### src/rtl/pwm_pkg.sv
// Shared constants for the PWM output stage: counter width, full-scale duty,
// default prescale and channel count.
package pwm_pkg;
  localparam int         PWM_CNT_W        = 8;
  localparam logic [7:0] PWM_DUTY_FULL    = 8'hFF;
  localparam int         PWM_PRESCALE_DEF = 12;
  localparam int         PWM_NCH          = 16;
  localparam int         PWM_PRESC_W      = 12;
endpackage

### src/rtl/pwm_prescaler.sv
// Free-running 0..PRESCALE-1 divider; tick is high while the count sits on
// its terminal value, so PRESCALE = 1 yields a tick every cycle.
module pwm_prescaler
  import pwm_pkg::*;
#(
  parameter int PRESCALE = PWM_PRESCALE_DEF
) (
  input  logic clk,
  input  logic rst_n,
  output logic tick
);

  localparam logic [PWM_PRESC_W-1:0] TERM = PWM_PRESC_W'(PRESCALE - 1);

  logic [PWM_PRESC_W-1:0] presc_q;
  logic [PWM_PRESC_W-1:0] presc_d;

  assign tick    = (presc_q == TERM);
  assign presc_d = tick ? '0 : presc_q + 1'b1;

  always_ff @(posedge clk or negedge rst_n) begin
    if (!rst_n) begin
      presc_q <= '0;
    end else begin
      presc_q <= presc_d;
    end
  end

endmodule

### src/rtl/pwm_output_stage.sv
// 16-channel PWM/static output stage sharing one prescaled 8-bit timebase.
// Define PWM_SHADOW_EN to latch the duty only at period boundaries.
module pwm_output_stage
  import pwm_pkg::*;
#(
  parameter int PRESCALE = PWM_PRESCALE_DEF,
  parameter int CNT_W    = PWM_CNT_W
) (
  input  logic                 clk,
  input  logic                 rst_n,
  input  logic [7:0]           en_reg_out_7_0,
  input  logic [7:0]           en_reg_out_15_8,
  input  logic [7:0]           en_reg_pwm_7_0,
  input  logic [7:0]           en_reg_pwm_15_8,
  input  logic [7:0]           pwm_duty_cycle,
  output logic [PWM_NCH-1:0]   out,
  output logic                 period_start
);

  logic               tick;
  logic               wrap;
  logic [CNT_W-1:0]   cnt_q;
  logic [CNT_W-1:0]   cnt_d;
  logic [CNT_W-1:0]   duty_eff;
  logic               pwm_sig;
  logic [PWM_NCH-1:0] en_out;
  logic [PWM_NCH-1:0] en_pwm;
  logic [PWM_NCH-1:0] out_q;
  logic [PWM_NCH-1:0] out_d;

  pwm_prescaler #(
    .PRESCALE (PRESCALE)
  ) u_prescaler (
    .clk   (clk),
    .rst_n (rst_n),
    .tick  (tick)
  );

  assign wrap  = tick && (cnt_q == '1);
  assign cnt_d = tick ? cnt_q + 1'b1 : cnt_q;

  always_ff @(posedge clk or negedge rst_n) begin
    if (!rst_n) begin
      cnt_q <= '0;
    end else begin
      cnt_q <= cnt_d;
    end
  end

`ifdef PWM_SHADOW_EN
  // load_q forces one capture on the first clock out of reset so the shadow
  // does not sit at 0 for a whole period.
  logic [CNT_W-1:0] duty_q;
  logic             load_q;

  always_ff @(posedge clk or negedge rst_n) begin
    if (!rst_n) begin
      duty_q <= '0;
      load_q <= 1'b1;
    end else begin
      load_q <= 1'b0;
      if (load_q || wrap) begin
        duty_q <= pwm_duty_cycle;
      end
    end
  end

  assign duty_eff = duty_q;
`else
  assign duty_eff = pwm_duty_cycle;
`endif

  assign pwm_sig = (duty_eff == PWM_DUTY_FULL) || (cnt_q < duty_eff);

  assign en_out = {en_reg_out_15_8, en_reg_out_7_0};
  assign en_pwm = {en_reg_pwm_15_8, en_reg_pwm_7_0};
  assign out_d  = en_out & (pwm_sig ? {PWM_NCH{1'b1}} : ~en_pwm);

  always_ff @(posedge clk or negedge rst_n) begin
    if (!rst_n) begin
      out_q <= '0;
    end else begin
      out_q <= out_d;
    end
  end

  assign out          = out_q;
  assign period_start = wrap;

endmodule
### config.mk
export PLATFORM = sky130hd
export DESIGN_NAME = pwm_output_stage
export DESIGN_NICKNAME = d
export VERILOG_FILES = /design/src/rtl/pwm_pkg.sv /design/src/rtl/pwm_prescaler.sv /design/src/rtl/pwm_output_stage.sv
export SDC_FILE = /design/constraint.sdc
export NUM_CORES = 1
export LEC_CHECK = 0
export CAP_MARGIN = 0
export CORE_MARGIN = 2
export CORE_UTILIZATION = 66
export DETAILED_ROUTE_END_ITERATION = 10
export DONT_BUFFER_PORTS = 1
export GPL_TIMING_DRIVEN = 0
export PLACE_DENSITY = 0.83
export SETUP_SLACK_MARGIN = 0.15
export SLEW_MARGIN = 20
export SYNTH_ARGS = -nofsm -noshare
export SYNTH_HDL_FRONTEND = slang
export SYNTH_SLANG_ARGS = --single-unit
### constraint.sdc
create_clock -name clk -period 3.07 [get_ports clk]
set_input_delay 0.614 -clock clk [delete_from_list [all_inputs] [get_ports clk]]
set_output_delay 0.614 -clock clk [all_outputs]
set_load 0.05 [all_outputs]
### Word level (Yosys, flattened, before mapping)

Index checks and enable logic that the tools add are counted.

* memory bits (read-only): 0
* memory bits (writable): 0
* latch bits: 0
* input port bits: 42
* bits in registers: 36
* logic and storage cells: 15
* memories: 0

* multipliers: 0
* order comparisons: 1
* bitwise operators: 2
* reduce and logical (&&, ||, !) cells: 2
* divide/modulo/power cells: 0
* $add $sub $neg: 2
* equality and inequality tests: 3
* shift-type cells: 0
* multiplexer cells: 2

Operator list (count)
* 16-bit AND: 1
* 8-bit equality test, second input constant: 2
* 16-bit two-way mux: 1
* 16-bit NOT: 1
* 12-bit by 1-bit adder with 12-bit output, second input constant: 1
* 12-bit by 4-bit equality test with 1-bit output, second input constant: 1
* 12-bit two-way mux: 1
* 8-bit by 1-bit adder with 8-bit output, second input constant: 1
* 8-bit less-than comparator: 1
* 1-bit logical AND: 1
* 1-bit logical OR: 1

### Logic depth before layout (Yosys ltp)

Gate-level depths: netlist (run 1).

* depth in word-level cells: 4
* depth in mapped cells: 7

### Modules after synthesis

A second synthesis (run 1) with hierarchy kept.

* cell total of the unflattened synthesis: 136
* area total of the unflattened synthesis: 1697.9 um^2

By module, submodules not included
* pwm_output_stage: area each 1143.6 um^2, instances 1, cells an instance 87
* pwm_prescaler: area each 554.3 um^2, instances 1, cells an instance 49

### Worst setup path before layout (run 1)

No wires, ideal clock.

* kind: register to output
* from: reg u_prescaler.presc_q[0]
* to: out period_start
* arrival: 1.903 ns
* required time: 2.456 ns
* setup slack: 0.553 ns
* cell stages (with the launch flop): 7
* buffers on the path: 1
* cells stage by stage: dfrtp_1 -> ha_1 -> and4bb_2 -> and3_2 -> buf_4 -> nand3_1 -> nor2_1

* word-level cells in the longest chain between the ends: 2

RTL lines
* from (decl): line pwm_prescaler.sv:15 `logic [PWM_PRESC_W-1:0] presc_q;`
* from (signal assigned): line pwm_prescaler.sv:25 `presc_q <= presc_d;`
* 12-bit by 4-bit equality test with 1-bit output: line pwm_prescaler.sv:18 `assign tick = (presc_q == TERM);`
* 1-bit logical AND: line pwm_output_stage.sv:39 `assign wrap = tick && (cnt_q == '1);`
* to (decl): line pwm_output_stage.sv:17 `output logic period_start`

Every way passes these cells.

### Final worst setup path (run 1)

Same ends and word-level chain as after synthesis.

==> results.yml, run 1 <==
finish:
  drive_above_1_share_pct: 21.8
  area_growth_pct: 8.84
  multi_input_comb_area_sq_um: 746
  fin_cells: 172
  stdcell_area_sq_um: 1830
  fill_cells: 151
  n_antenna_cell: 0
  seqCellArea_sq_um: 901
  nets: 192
die:
  die_area_sq_um: 2970
  die-width_um: 54.5
  rows: 18
  start_util_pct: 68.6
  die_h_um: 54.5
  io_pins: 59
  coreArea_sq_um: 2450
setup_path:
  slowest_stage: "dfrtp_1"
  reg2reg_depth: 6
  slowest_delay_ns: 0.43
  crit_chain: "ha_1 > and4bb_2 > and3_2 > buf_4 > nand3_1 > nor2_4"
  cp_max_fo: 10
  start_kind: "flip-flop"
  startpoint: "u_prescaler.presc_q[0]$_DFF_PN0_"
  cp.required_ns: 2.46
  setup.worst_path.end_class: "output pin"
  worstReg2RegEnd: "out[5]$_DFF_PN0_"
  critical_path.endpoint: "period_start"
  cp_data_arrival_time_ns: 2.14
  crit_type: "flip-flop to output pin"
  reg2reg_setup_slack_ns: 1.13
  r2r_start: "cnt_q[6]$_DFFE_PN0N_"
synth:
  yosysSeqAreaShare_pct: 53.5
  synthArstFlopShare_pct: 100
  postSynthAreaPerCell_sq_um: 12.7
  synth_ff_type: "dfrtp_1"
  synth_fp_nets: 184
  ys_warn_count: 0
  synthTopCellsByCount: "dfrtp_1 (36), xnor2_1 (14), a21boi_2 (10), ha_1 (9)"
  ys_seq_elements: 36
  netlist_area_sq_um: 1680
  synth_top_area_cell: "dfrtp_1"
  yosysMostFrequentCell: "dfrtp_1"
  synthTopCellsByArea: "dfrtp_1 (53%), xnor2_1 (7.3%), a21boi_2 (6.7%), ha_1 (6.7%), a21boi_0 (2.7%)"
  synth-edff-count: 0
  synth_top_area_share_pct: 53.5
  syn_inst: 133
  yosysUniqueCellTypes: 30
sta:
  setup_ws_ns: 0.316
  max_slew.worst_pin.slew_ns: 0.475
  hold_violations: 0
  max-slew-margin-rel_pct: 68.3
  grt_setup_unrepaired: "false"
  setup_viol: 0
  setup_tns_ns: 0
  fin_crit_sh_pct: 89.7
  period_needed_ns: 2.75
  final-max-slew-violation-count: 0
  fmax_mhz: 363
  fin_skew_ns: 0.0107
routing:
  via_per_inst: 5.95
  wl_met1_um: 1190
  dr.first_iter.drc_count: 9
  postRouteAntennaNets: 0
  drt-pass1-iter-count: 4
  dr_wl_met2_um: 1540
  wire_per_inst_um: 17.2
  vias: 1024
  drt-total-wl_um: 2950
  dr.max_layer_used: "met4"
  drc: 0
  route.met3.wl_um: 194
cts:
  worstSkewPairLatency_ns: 0.33
  clockBufferDepth: 2
  numCtsBuffers: 5
  cts_tree: "built"
  h-tree-depth: 2
  cts_root_buf: "clkbuf_4"
  clk_pin_slew_ns: 0.12
  numClockSinks: 36
global_route:
  grt_pass1_vias: 1115
  grt_overflow: 0
  track_usage_pct: 24.2
  antenna_found_initial: 0
  grt_max_degree: 37
  grt_pass1_wl_um: 4970
power:
  p_leak_nw: 0.854
  peakVddDrop_v: 0.000476
  pwr_density_cell_nw_per_um2: 493
placement:
  io_buffers: 0
  dp_cells: 163
  dp_slack_ns: 0.353
  gp_congestion: 0.762
  hpwl_um: 2020
  placed_cell_area_sq_um: 1720
status:
  status: "finished clean"
flow_run:
  drv_cap: 0
worst_hold_path:
  hold_path.class: "primary input to async pin"
where the power goes:
group / switching (mW) / internal (mW)
Clock: 0.163 / 0.174
Sequential: 0.0453 / 0.484
Combinational: 0.0192 / 0.0177
how the worst min path moves through the flow:
stage               startpoint                          endpoint  slack, ns  cells past startpoint
floorplan                rst_n              cnt_q[0]$_DFFE_PN0N_       0.32                      0
global placement         rst_n              cnt_q[5]$_DFFE_PN0N_       0.32                      0
detailed placement       rst_n              cnt_q[6]$_DFFE_PN0N_       0.32                      0
CTS                      rst_n                 out[11]$_DFF_PN0_       0.09                      1
global route             rst_n  u_prescaler.presc_q[3]$_DFF_PN0_       0.08                      1
finish                   rst_n  u_prescaler.presc_q[3]$_DFF_PN0_       0.09                      1
final cells by class:
type | instances | area share [%]
flip-flops and latches | 36 | 49.1
well taps | 30 | 2.05
repair buffers | 1 | 1.09
multi-input cells | 88 | 40.7
clock buffers | 5 | 2.05
plain buffers | 2 | 1.02
clock inverters | 3 | 2.53
inverters | 7 | 1.43
cell families after synthesis:
family,synth area share [%]
xor+xnor,8.84
fa+ha+maj,6.69
compound gates,14.3
flops,53.5
simple gates,13.3
buf+inv,2.67
mux,0.669
worst max-delay path, delay by kind of cell (launching register included):
family / cells / cell delay (ns)
adders and majority gates: 1 / 0.26
buffers and inverters: 1 / 0.18
DFF: 1 / 0.43
and+or+nand+nor: 4 / 0.94
sequential cells by signal, indices dropped and copies added, names as in the netlist:
register,flops
out,16
u_prescaler.presc_q,12
cnt_q,8
stage by stage:
stage	util (%)	total power [mW]	hold WS, ns
6_report	74.7	0.903	0.0941
5_1_grt	74.7	0.937	0.0832
4_1_cts	74.5	0.913	0.0888
3_5_place_dp	70.1	0.564	0.319
3_3_place_gp	70.1	0.563	0.319
2_1_floorplan	-	0.560	0.318
repair_timing:
action | CTS | global route
gates resized for setup | 1 | 1
buffers inserted | 0 | 0
hold buffers | 1 | 0
endpoints found under the hold margin | 36 | 0
gates cloned | 0 | 0
setup endpoints to repair | 1 | 1
cell usage in the layout (no fill, tap or decap), types with 2 or more instances in the layout:
cell	instances
a21boi_0	6
a21boi_2	10
and3_1	5
and4_1	2
clkbuf_4	5
dfrtp_1	36
ha_1	9
inv_1	7
nand2_1	5
nand3_1	7
nand4_1	6
nor2_1	5
xnor2_1	14
xor2_1	3
metal layers:
metal / up-vias / track usage (%)
met3: 4 / 7.92
met2: 41 / 41.6
met1: 489 / 29.2
met5: - / 0
met4: 0 / 6.25
li1: 490 / -
Power figures use the tool's default switching activity.
==> run 2: changes to the inputs <==
--- a/config.mk
+++ b/config.mk
@@ -7,11 +7,12 @@
 export LEC_CHECK = 0
 export CAP_MARGIN = 0
 export CORE_MARGIN = 2
-export CORE_UTILIZATION = 66
+export CORE_UTILIZATION = 61
+export CTS_CLUSTER_DIAMETER = 200
 export DETAILED_ROUTE_END_ITERATION = 10
 export DONT_BUFFER_PORTS = 1
 export GPL_TIMING_DRIVEN = 0
-export PLACE_DENSITY = 0.83
+export PLACE_DENSITY = 0.78
 export SETUP_SLACK_MARGIN = 0.15
 export SLEW_MARGIN = 20
 export SYNTH_ARGS = -nofsm -noshare
==> constraint.sdc (replaced) <==
create_clock -name clk -period 2.8 [get_ports clk]
set_input_delay 0.56 -clock clk [delete_from_list [all_inputs] [get_ports clk]]
set_output_delay 0.56 -clock clk [all_outputs]
set_load 0.05 [all_outputs]
==> run 2 against run 1 <==
Register-to-register slack lost 0.27 ns. Clock-buffer cell count is the same. Hold slack worse by 0.064 ns. Non-clock buffer count increased by 4. Final cell count grew 2.9%. Sequential cell count unchanged. Combinational power grew 7.0%. Critical path depth is the same. Clock power is 20% lower. Clock skew is 0.0043 ns higher. Via count up 3.0%. Critical endpoint unchanged. Largest power group unchanged.
==> results.yml, run 2 (synthesized netlist as in run 1, its figures left out) <==
sta:
  setup_tns_ns: 0
  setup_ws_ns: 0.261
  hold_violations: 0
  fin_skew_ns: 0.0150
  fin_crit_sh_pct: 90.7
  max-slew-margin-rel_pct: 67.2
  fmax_mhz: 394
  grt_setup_unrepaired: "false"
  final-max-slew-violation-count: 0
  period_needed_ns: 2.54
  max_slew.worst_pin.slew_ns: 0.493
  setup_viol: 0
power:
  p_leak_nw: 0.868
  peakVddDrop_v: 0.000521
  pwr_density_cell_nw_per_um2: 478
  p_total_mw: 0.887
routing:
  drc: 0
  dr.first_iter.drc_count: 20
  postRouteAntennaNets: 0
  wire_per_inst_um: 15.7
  drt-pass1-iter-count: 2
  drt-total-wl_um: 2790
  vias: 1055
  via_per_inst: 5.96
finish:
  area_growth_pct: 10.3
  fin_util_pct: 69.1
  largest_register_ffs: 16
  stdcell_area_sq_um: 1860
  drive_above_1_share_pct: 24.7
  final_cell_mix: "dfrtp_1 (36), xnor2_1 (14), a21boi_2 (10)"
  multi_input_comb_area_sq_um: 762
  seqCellArea_sq_um: 901
  n_antenna_cell: 0
  nets: 196
  mostFrequentLayoutCell: "dfrtp_1"
  fill_cells: 195
setup_path:
  setup.worst_path.end_class: "output pin"
  slowest_stage: "dfrtp_1"
  cp_num_buf_inv: 1
  slowest_delay_ns: 0.45
  crit_type: "flip-flop to output pin"
  cp_max_fo: 5
  cp_data_arrival_time_ns: 1.98
  cp.required_ns: 2.24
  start_kind: "flip-flop"
  crit_chain: "ha_4 > and4bb_2 > and3_4 > buf_6 > nand3_1 > nor2_4"
  cp_top_family: "simple AND/OR/NAND/NOR gates"
global_route:
  grt_pass1_vias: 1155
  grt_max_degree: 37
  track_usage_pct: 21.0
  grt_overflow: 0
  grt_pass1_wl_um: 4980
  antenna_found_initial: 0
cts:
  numCtsBuffers: 5
  numClockSinks: 36
  clk_pin_slew_ns: 0.12
  clockBufferDepth: 2
  worstSkewPairLatency_ns: 0.34
  cts_root_buf: "clkbuf_4"
  cts_tree: "built"
  h-tree-depth: 2
worst_hold_path:
  hold_path.class: "primary input to async pin"
die:
  io_pins: 59
  die-width_um: 56.5
  start_util_pct: 62.7
  die_area_sq_um: 3200
  rows: 19
  coreArea_sq_um: 2690
  die_h_um: 56.5
placement:
  io_buffers: 0
  hpwl_um: 2080
  dp_slack_ns: 0.125
  placed_cell_area_sq_um: 1720
  gp_congestion: 0.807
flow_run:
  drv_cap: 0
status:
  status: "finished clean"
run 2: cell types whose count changed in the layout (fill, tap and decap cells not counted), sizes merged:
cell / previous run / this run
clkinvlp: 1 / 0
inv: 8 / 7
clkinv: 0 / 3
buf: 3 / 7
bufinv: 1 / 0
run 2: worst paths after layout:
kind	to	slack, ns	startpoint	depth (start not counted)
max	period_start	0.26	u_prescaler.presc_q[1]$_DFF_PN0_	6
min	u_prescaler.presc_q[3]$_DFF_PN0_	0.03	rst_n	1
max reg2reg	out[6]$_DFF_PN0_	0.86	cnt_q[6]$_DFFE_PN0N_	6
min reg2reg	u_prescaler.presc_q[11]$_DFF_PN0_	0.49	u_prescaler.presc_q[11]$_DFF_PN0_	1
max in group asynchronous	cnt_q[2]$_DFFE_PN0N_	2.59	rst_n	1
min in group clk	out[8]$_DFF_PN0_	0.26	en_reg_pwm_15_8[0]	1
run 2: worst register-to-register path, cell delays in order (launching register included):
cell and delay, ns:
dfrtp_1 0.44, ha_1 0.33, and4_2 0.22, o21ai_2 0.06, o32ai_2 0.49, buf_6 0.25
a21boi_2 0.07
run 2: per-layer routing:
layer,GRT usage (%),share of wire [%]
met2,32.6,47
met5,0,0
met3,6.91,7.9
met4,12.2,2.5
met1,25.4,42
run 2: timing repair:
action / in CTS / in global routing
hold buffers: 1 / 0
endpoints found under the hold margin: 36 / 0
resized for setup: 3 / 3
setup endpoints to repair: 1 / 1
setup buffers: 1 / 3
pin swaps: 1 / 2
run 2: through the flow:
step	hold slack [ns]	instances
floorplan	0.264	133
global placement	0.265	164
detailed placement	0.265	164
CTS	0.0240	174
global route	0.0148	177
finish	0.0296	177
run 2: cell type report:
class                      count  area share (%)
buffer                         2            1.21
clock inverter                 3            1.01
sequential                    36            48.5
timing repair buffer           5            2.70
multi-input combinational     88            41.0
tap                           31            2.09
inverter                       7            1.42
clock buffer                   5            2.02
run 2: power by group:
part,total (mW),leakage [nW],internal [mW],switching (mW)
clock,0.268,0.0349,0.0963,0.171
combinational,0.0395,0.376,0.0195,0.0200
sequential,0.580,0.457,0.531,0.0495
total,0.887,0.868,0.647,0.241
==> run 3: changes to the inputs <==
--- a/config.mk
+++ b/config.mk
@@ -6,13 +6,12 @@
 export NUM_CORES = 1
 export LEC_CHECK = 0
 export CAP_MARGIN = 0
-export CORE_MARGIN = 2
-export CORE_UTILIZATION = 61
+export CORE_MARGIN = 5
+export CORE_UTILIZATION = 44
 export CTS_CLUSTER_DIAMETER = 200
 export DETAILED_ROUTE_END_ITERATION = 10
-export DONT_BUFFER_PORTS = 1
 export GPL_TIMING_DRIVEN = 0
-export PLACE_DENSITY = 0.78
+export PLACE_DENSITY = 0.79
 export SETUP_SLACK_MARGIN = 0.15
 export SLEW_MARGIN = 20
 export SYNTH_ARGS = -nofsm -noshare
==> run 3 against run 2 <==
Hold slack improved by 0.20 ns. Via count increased by 20%. Wire length increased by 33%. Register-to-register slack got worse by 0.03 ns. Fmax increased by 0.49%. Core utilization decreased by 3.1 points. Non-clock buffer count increased by 54. Final cell count increased by 40%. Sequential cell count unchanged. Power increased by 17%. First-iteration DRC count increased to 2.9 times the previous value. Critical path type unchanged. Largest power group unchanged.
==> results.yml, run 3 (synthesized netlist as in run 1, its figures left out) <==
finish:
  n_antenna_cell: 0
  area_growth_pct: 44.5
  fin_util_pct: 66.0
  final_cell_mix: "clkdlybuf4s50_1 (56), dfrtp_1 (36), xnor2_1 (14)"
  mostFrequentLayoutCell: "clkdlybuf4s50_1"
  drive_above_1_share_pct: 16.1
  fill_cells: 273
  fin_cells: 247
  stdcell_area_sq_um: 2430
  largest_register_ffs: 16
  nets: 250
setup_path:
  start_kind: "flip-flop"
  cp_data_arrival_time_ns: 1.97
  reg2reg_depth: 6
  cp.required_ns: 2.24
  setup.worst_path.end_class: "output pin"
  cp_max_fo: 10
  crit_type: "flip-flop to output pin"
status:
  status: "finished clean"
power:
  peakVddDrop_v: 0.000311
  p_leak_nw: 1.08
  intPower_mw: 0.788
  clkPwrFrac_pct: 32.3
  power_switching_mw: 0.254
  power_frac_seq_pct: 51.4
  p_total_mw: 1.04
  p_sw_share_pct: 24.4
  pwr_density_cell_nw_per_um2: 428
  combPwrFrac_pct: 16.3
cts:
  worstSkewPairLatency_ns: 0.28
  cts_setup_buffers: 0
  numCtsBuffers: 5
  numClockSinks: 36
  cts_root_buf: "clkbuf_8"
  clockBufferDepth: 2
  cts_tree: "built"
  h-tree-depth: 2
  clk_pin_slew_ns: 0.07
  cts_hold_buffers: 0
die:
  die-width_um: 71.9
  coreArea_sq_um: 3690
  start_util_pct: 45.7
  rows: 22
  io_pins: 59
  die_area_sq_um: 5160
  die_h_um: 71.9
sta:
  final-max-slew-violation-count: 0
  setup_tns_ns: 0
  hold_ws_ns: 0.226
  fmax_mhz: 396
  max-slew-margin-rel_pct: 62.4
  fin_skew_ns: 0.00515
  hold_violations: 0
  setup_ws_ns: 0.273
  period_needed_ns: 2.53
  max_slew.worst_pin.slew_ns: 0.562
  grt_setup_unrepaired: "false"
  setup_viol: 0
  fin_crit_sh_pct: 90.2
placement:
  hpwl_um: 2910
  placed_cell_area_sq_um: 2340
  dp_slack_ns: -0.0969
  dp_cells: 240
  io_buffers: 58
  gp_congestion: 0.757
routing:
  drt-pass1-iter-count: 4
  via_per_inst: 5.13
  postRouteAntennaNets: 0
  dr_wl_met2_um: 1720
  wire_per_inst_um: 15.0
  dr.max_layer_used: "met4"
  route.met3.wl_um: 516
  drt-total-wl_um: 3720
  vias: 1268
  dr.first_iter.drc_count: 58
  drc: 0
  wl_met1_um: 1440
flow_run:
  drv_cap: 0
global_route:
  antenna_found_initial: 0
  grt_max_degree: 37
  grt_overflow: 0
  track_usage_pct: 16.0
  grt_pass1_wl_um: 6310
  grt_pass1_vias: 1359
worst_hold_path:
  hold_path.class: "primary input to async pin"
[run 3: cell count changes in the layout (fill, tap and decap cells not counted)]
cell             previous run  this run
clkbuf_1                    0         1
clkinv_2                    2         1
buf_2                       0         1
clkinv_4                    1         0
and3_4                      1         0
buf_4                       4         1
nor2_2                      0         1
clkdlybuf4s50_1             0        56
clkbuf_8                    0         5
clkbuf_4                    5         0
nor2_4                      1         0
and3_2                      0         1
[run 3: path summary, 6_finish.rpt]
kind,slack [ns],from,to
max,0.27,u_prescaler.presc_q[0]$_DFF_PN0_,period_start
min,0.23,rst_n,out[5]$_DFF_PN0_
max reg2reg,0.83,cnt_q[6]$_DFFE_PN0N_,out[8]$_DFF_PN0_
min reg2reg,0.50,u_prescaler.presc_q[11]$_DFF_PN0_,u_prescaler.presc_q[11]$_DFF_PN0_
max in group asynchronous,2.39,rst_n,cnt_q[5]$_DFFE_PN0N_
min in group clk,0.50,u_prescaler.presc_q[11]$_DFF_PN0_,u_prescaler.presc_q[11]$_DFF_PN0_
[run 3: worst max-delay path, stage by stage (launching register included)]
cell	delay, ns
dfrtp_1	0.45
ha_4	0.19
and4bb_2	0.22
and3_2	0.23
buf_4	0.18
nand3_1	0.10
nor2_2	0.15
buf_6	0.17
[run 3: what timing repair did]
item	in CTS	in global routing
setup endpoints to repair	1	1
gates resized for setup	6	4
pin swaps	0	0
[run 3: power groups by stage]
stage / clock (mW) / sequential, mW / combinational (mW)
after global routing: 0.367 / 0.536 / 0.182
after global placement: 0 / 0.545 / 0.165
after detailed placement: 0 / 0.545 / 0.172
after CTS: 0.342 / 0.536 / 0.173
after floorplan: 0 / 0.589 / 0.0245
final: 0.337 / 0.536 / 0.170
[run 3: final cells by class]
cell class	count	area, sq um	area share, %
timing repair buffer	59	597	24.5
multi-input combinational	88	753	31.0
inverter	7	26.3	1.08
clock buffer	6	72.6	2.98
sequential	36	901	37.0
buffer	2	18.8	0.771
tap	48	60.1	2.47
clock inverter	1	5.00	0.206
[run 3: metal layers]
metal  track usage [%]  up-vias
met5                 0        -
met4              5.85        0
met3              10.7        6
met2              24.2       59
met1              18.0      598
li1                  -      605
==> RTL change 1 (settings of run 3) <==
Put a register stage on the output `period_start`, without a reset. The value now appears one clock later. The other outputs are not delayed to match.
--- a/src/rtl/pwm_output_stage.sv
+++ b/src/rtl/pwm_output_stage.sv
@@ -87,3 +87,5 @@
   assign out          = out_q;
-  assign period_start = wrap;
+  always_ff @(posedge clk) begin
+    period_start <= wrap;
+  end
 
Formal check against the unedited RTL: same outputs for any inputs over 10 cycles, from zero or initial values and one cycle with rst_n low; that may be too few to reach the edited logic, so the function may still have changed.
==> RTL change 1 against run 3 <==
  * Area after synthesis rose by 1.2%
  * Register-to-register slack improved by 20 ps
  * Sequential cell count rose by 1
  * Power rose by 20%
  * Count of clock-buffer cells in the layout fell by 1
  * Via count fell by 0.47%
  * Fmax rose by 9.1%
  * Hold slack improved by 120 ps
  * Sequential share of layout area rose by 0.21 points
  * Non-clock buffer count fell by 1
  * Worst setup slack improved by 210 ps
  * Routed wire length fell by 3.7%
  * Final area rose by 1.6%
==> RTL change 1: results (changes against run 3) <==
Parameter                              Value

Run status
  Status    finished, final reports clean (unchanged)

Global route
  Global-route wire length before repair    5800 µm (was 6310 µm)
  Antenna violations before repair    0 (unchanged)
  Combined global-route utilization of all metal layers    0.148 (was 0.160)

Timing
  Final Skew    6.32 ps (was 5.15 ps)
  Relative slew slack    0.485 (was 0.624)

Critical path
  Family with the most delay on the worst path    buffers and inverters (was simple AND/OR/NAND/NOR gates)
  CP peak stage delay    480 ps (was 450 ps)
  Crit-path slowest cell    sky130_fd_sc_hd__clkdlybuf4s50_1 (was sky130_fd_sc_hd__dfrtp_1)
  Largest fanout on the critical path    10 (unchanged)
  Arrival time of data at the critical path endpoint    2490 ps (was 1970 ps)

Worst hold path
  Worst Hold Class    in2async (unchanged)

Cells and area
  Number of diodes added for antenna fixing    0 (unchanged)
  Fraction of layout instances using a drive strength above 1    0.150 (was 0.161)
  Post-route insts no fill    248 (was 247)
  Number of flip-flops in the largest register    16 (unchanged)

Clocking
  Number of setup buffers added after CTS    0 (unchanged)
  Quantity of gates resized following cts    0 (was 6)
  Skew-Pair Late Insertion Delay    290 ps
  CTS H-tree lvls    2 (unchanged)

Place
  Half-perimeter wire length after detailed placement    2830 µm (was 2910 µm)
  Quantity of I/O buffers inserted on ports    58 (unchanged)
  Gp weighted congestion    0.794 (was 0.757)

Detailed routing
  Initial detailed-routing violation count    72 (was 58)
  Overall via count from detail_route    1262 (was 1268)
  Detailed-router iteration count before antenna repair    4 (unchanged)
  Routed wire length    3580 µm (was 3720 µm)

Power
  Worst voltage drop across the vdd grid    0.329 mV (was 0.311 mV)
  Static power due to leakage    0.00111 µW (was 0.00108 µW)

Yosys
  Synthesized instance count    134 (was 133)
  Post-synth top cells    sky130_fd_sc_hd__dfrtp_1, sky130_fd_sc_hd__xnor2_1, sky130_fd_sc_hd__a21boi_2 (unchanged)
  Mapped Nets    185 (was 184)
  Unique cell type count in the Yosys netlist    31 (was 30)
  Leading cell types by total area after synthesis    sky130_fd_sc_hd__dfrtp_1, sky130_fd_sc_hd__xnor2_1, sky130_fd_sc_hd__a21boi_2 (unchanged)
  Share of synthesized area occupied by flip-flops and latches    0.540 (was 0.535)
  Synth warnings    0 (unchanged)
  Share of synthesized flip-flops with an asynchronous set or reset    0.973 (was 1.00)
## RTL change 1: stage by stage
| stage | setup slack [ps] | area [µm²] |
|---|---|---|
| after floorplan | 882 | 1700 |
| after global placement | 232 | 2340 |
| after detailed placement | 166 | 2340 |
| after CTS | 483 | 2470 |
| after global routing | 413 | 2470 |
| final | 484 | 2470 |
## RTL change 1: path summary, 6_finish.rpt
kind,from,endpoint,slack (ps),cells past startpoint
max,pwm_duty_cycle[7],out[12],480,8
min,rst_n,out[10],350,1
max reg2reg,cnt_q[6],out[12],850,6
min reg2reg,u_prescaler.presc_q[11],u_prescaler.presc_q[11],480,1
max in group asynchronous,rst_n,cnt_q[3],1960,1
min in group clk,u_prescaler.presc_q[11],u_prescaler.presc_q[11],480,1
## RTL change 1: routing by layer
layer,part of all wire,wire [µm],track usage
met5,0,0,0
met4,0.0087,31,0.0564
met3,0.15,524,0.105
met2,0.46,1650,0.225
met1,0.38,1370,0.159
## RTL change 1: power breakdown
part	leakage, µW	internal (µW)	switching (µW)
logic	0.000572	84.8	82.2
registers	0.000465	546	3.27
clock network	0.0000681	354	186
total	0.00111	984	271
## RTL change 1: layout make-up
cell class                 count  area [µm²]
multi-input combinational     88         738
tap                           48        60.1
buffer                         2        18.8
sequential                    37         921
timing repair buffer          58         576
inverter                       7        26.3
clock buffer                   5        68.8
fill                         281        1240
clock inverter                 3        65.1
## RTL change 1: logic make-up after synthesis
logic type | count (synthesis) | synth area share
flip-flops | 37 | 0.540
adder cells (fa/ha/maj) | 9 | 0.0661
buffers and inverters | 9 | 0.0264
AO/OA/AOI/OAI | 23 | 0.142
multiplexers | 1 | 0.00661
AND/OR/NAND/NOR | 38 | 0.131
XOR/XNOR | 17 | 0.0874
==> RTL change 2 (flow settings as in run 3) <==
Without the edit above. Build with the macro `PWM_SHADOW_EN` defined.
--- a/src/rtl/pwm_output_stage.sv
+++ b/src/rtl/pwm_output_stage.sv
@@ -2,2 +2,4 @@
 // Define PWM_SHADOW_EN to latch the duty only at period boundaries.
+`define PWM_SHADOW_EN
+
 module pwm_output_stage
Behaviour: not the same (Yosys sat finds a counterexample within 4 cycles, from zero or initial values and one cycle with rst_n low).
==> RTL change 2 against run 3 <==
  * Sequential power is 29% higher
  * Hold slack worse by 15 ps
  * Final area grew 15%
  * Routed wire length increased by 1.9%
  * Sequential cell count up 9
  * Worst setup slack improved by 37 ps
  * Sequential share of layout area increased by 3.1 points
  * Die area grew 17%
  * Register-to-register slack got worse by 170 ps
  * Fmax grew 1.5%
  * Area after synthesis up 20%
  * Power increased by 30%
  * Largest cell class unchanged
  * Highest routed layer unchanged
==> RTL change 2: results (changes against run 3) <==
Parameter                              Value

Run status
  Status    finished, final reports clean (unchanged)

Cells and area
  Fill cell total of the finished layout    325 (was 273)
  Total Nets Final    274 (was 250)
  Fraction of layout instances using a drive strength above 1    0.129 (was 0.161)

Yosys
  Post-synth top cells    sky130_fd_sc_hd__dfrtp_1, sky130_fd_sc_hd__a21boi_0, sky130_fd_sc_hd__xnor2_1 (was sky130_fd_sc_hd__dfrtp_1, sky130_fd_sc_hd__xnor2_1, sky130_fd_sc_hd__a21boi_2)
  Mapped Nets    208 (was 184)
  Xor-xnor portion of the synthesized cell area    0.0740 (was 0.0884)
  Post-Synthesis Mean Instance Area    12.8 µm² (was 12.7 µm²)
  Post-Synth Adder-Cell Area    0.0559 (was 0.0669)
  Post-synthesis compound-gate area fraction    0.101 (was 0.143)
  Leading cell types by total area after synthesis    sky130_fd_sc_hd__dfrtp_1, sky130_fd_sc_hd__a21boi_0, sky130_fd_sc_hd__mux2_4 (was sky130_fd_sc_hd__dfrtp_1, sky130_fd_sc_hd__xnor2_1, sky130_fd_sc_hd__a21boi_2)
  Unique cell type count in the Yosys netlist    31 (was 30)
  Mux contribution to synthesized area    0.0597 (was 0.00669)

Timing
  Final worst path period need    2490 ps (was 2530 ps)
  Final Skew    5.27 ps (was 5.15 ps)
  Worst hold margin    210 ps (was 226 ps)

Critical path
  CP peak stage delay    410 ps (was 450 ps)
  Reg2Reg Depth    7 (was 6)
  Arrival time of data at the critical path endpoint    1930 ps (was 1970 ps)
  Reg2reg start    duty_eff[6] (was cnt_q[6])
  Setup slack of the worst register-to-register path    660 ps (was 830 ps)

Clocking
  Quantity of gates resized following cts    7 (was 6)

Detailed routing
  Avg Vias per Cell    5.04 (was 5.13)
  WL met2    1840 µm (was 1720 µm)
  Met3 WL post-DR    383 µm (was 516 µm)
  Routed wire length    3790 µm (was 3720 µm)
  Detailed-routing wirelength on met1    1510 µm (was 1440 µm)

Global route
  Number of global-route vias before repair    1527 (was 1359)
  Maximum number of pins on one net before global-route repair    28 (was 37)
  Global routing usage on met2    0.230 (was 0.242)
  Global-route wire length before repair    6750 µm (was 6310 µm)
  Combined global-route utilization of all metal layers    0.139 (was 0.160)
  GR Layer Usage met1    0.163 (was 0.180)

Place
  Post-placement setup slack    -165 ps (was -96.9 ps)
  Half-perimeter wire length after detailed placement    2970 µm (was 2910 µm)
  Gp weighted congestion    0.752 (was 0.757)
  Placement Cell Area    2680 µm² (was 2340 µm²)

Power
  Static power due to leakage    0.00127 µW (was 0.00108 µW)
  Worst voltage drop across the vdd grid    0.281 mV (was 0.311 mV)
  Share of power burned in the clock network    0.344 (was 0.323)
  Power of the clock network    467 µW (was 337 µW)
  Power spent charging and discharging nets    311 µW (was 254 µW)
-- RTL change 2: cell types whose count changed after synthesis, moves of 2 or more --
| cell | run 3 | this run |
|---|---|---|
| sky130_fd_sc_hd__nor3_1 | 1 | 4 |
| sky130_fd_sc_hd__a21boi_0 | 6 | 16 |
| sky130_fd_sc_hd__xnor2_1 | 14 | 12 |
| sky130_fd_sc_hd__dfrtp_1 | 36 | 44 |
| sky130_fd_sc_hd__mux2_4 | 0 | 8 |
| sky130_fd_sc_hd__a21boi_2 | 10 | 0 |
| sky130_fd_sc_hd__xor2_1 | 3 | 5 |
| sky130_fd_sc_hd__nand2_1 | 5 | 8 |
-- RTL change 2: cell type report --
type                       instances  area [µm²]  area share
inverter                           7        26.3     0.00936
clock inverter                     2        35.0      0.0125
timing repair buffer              59         593       0.211
sequential                        45        1130       0.402
clock buffer                       6        72.6      0.0258
multi-input combinational        103         873       0.311
tap                               52        65.1      0.0232
buffer                             2        15.0     0.00535
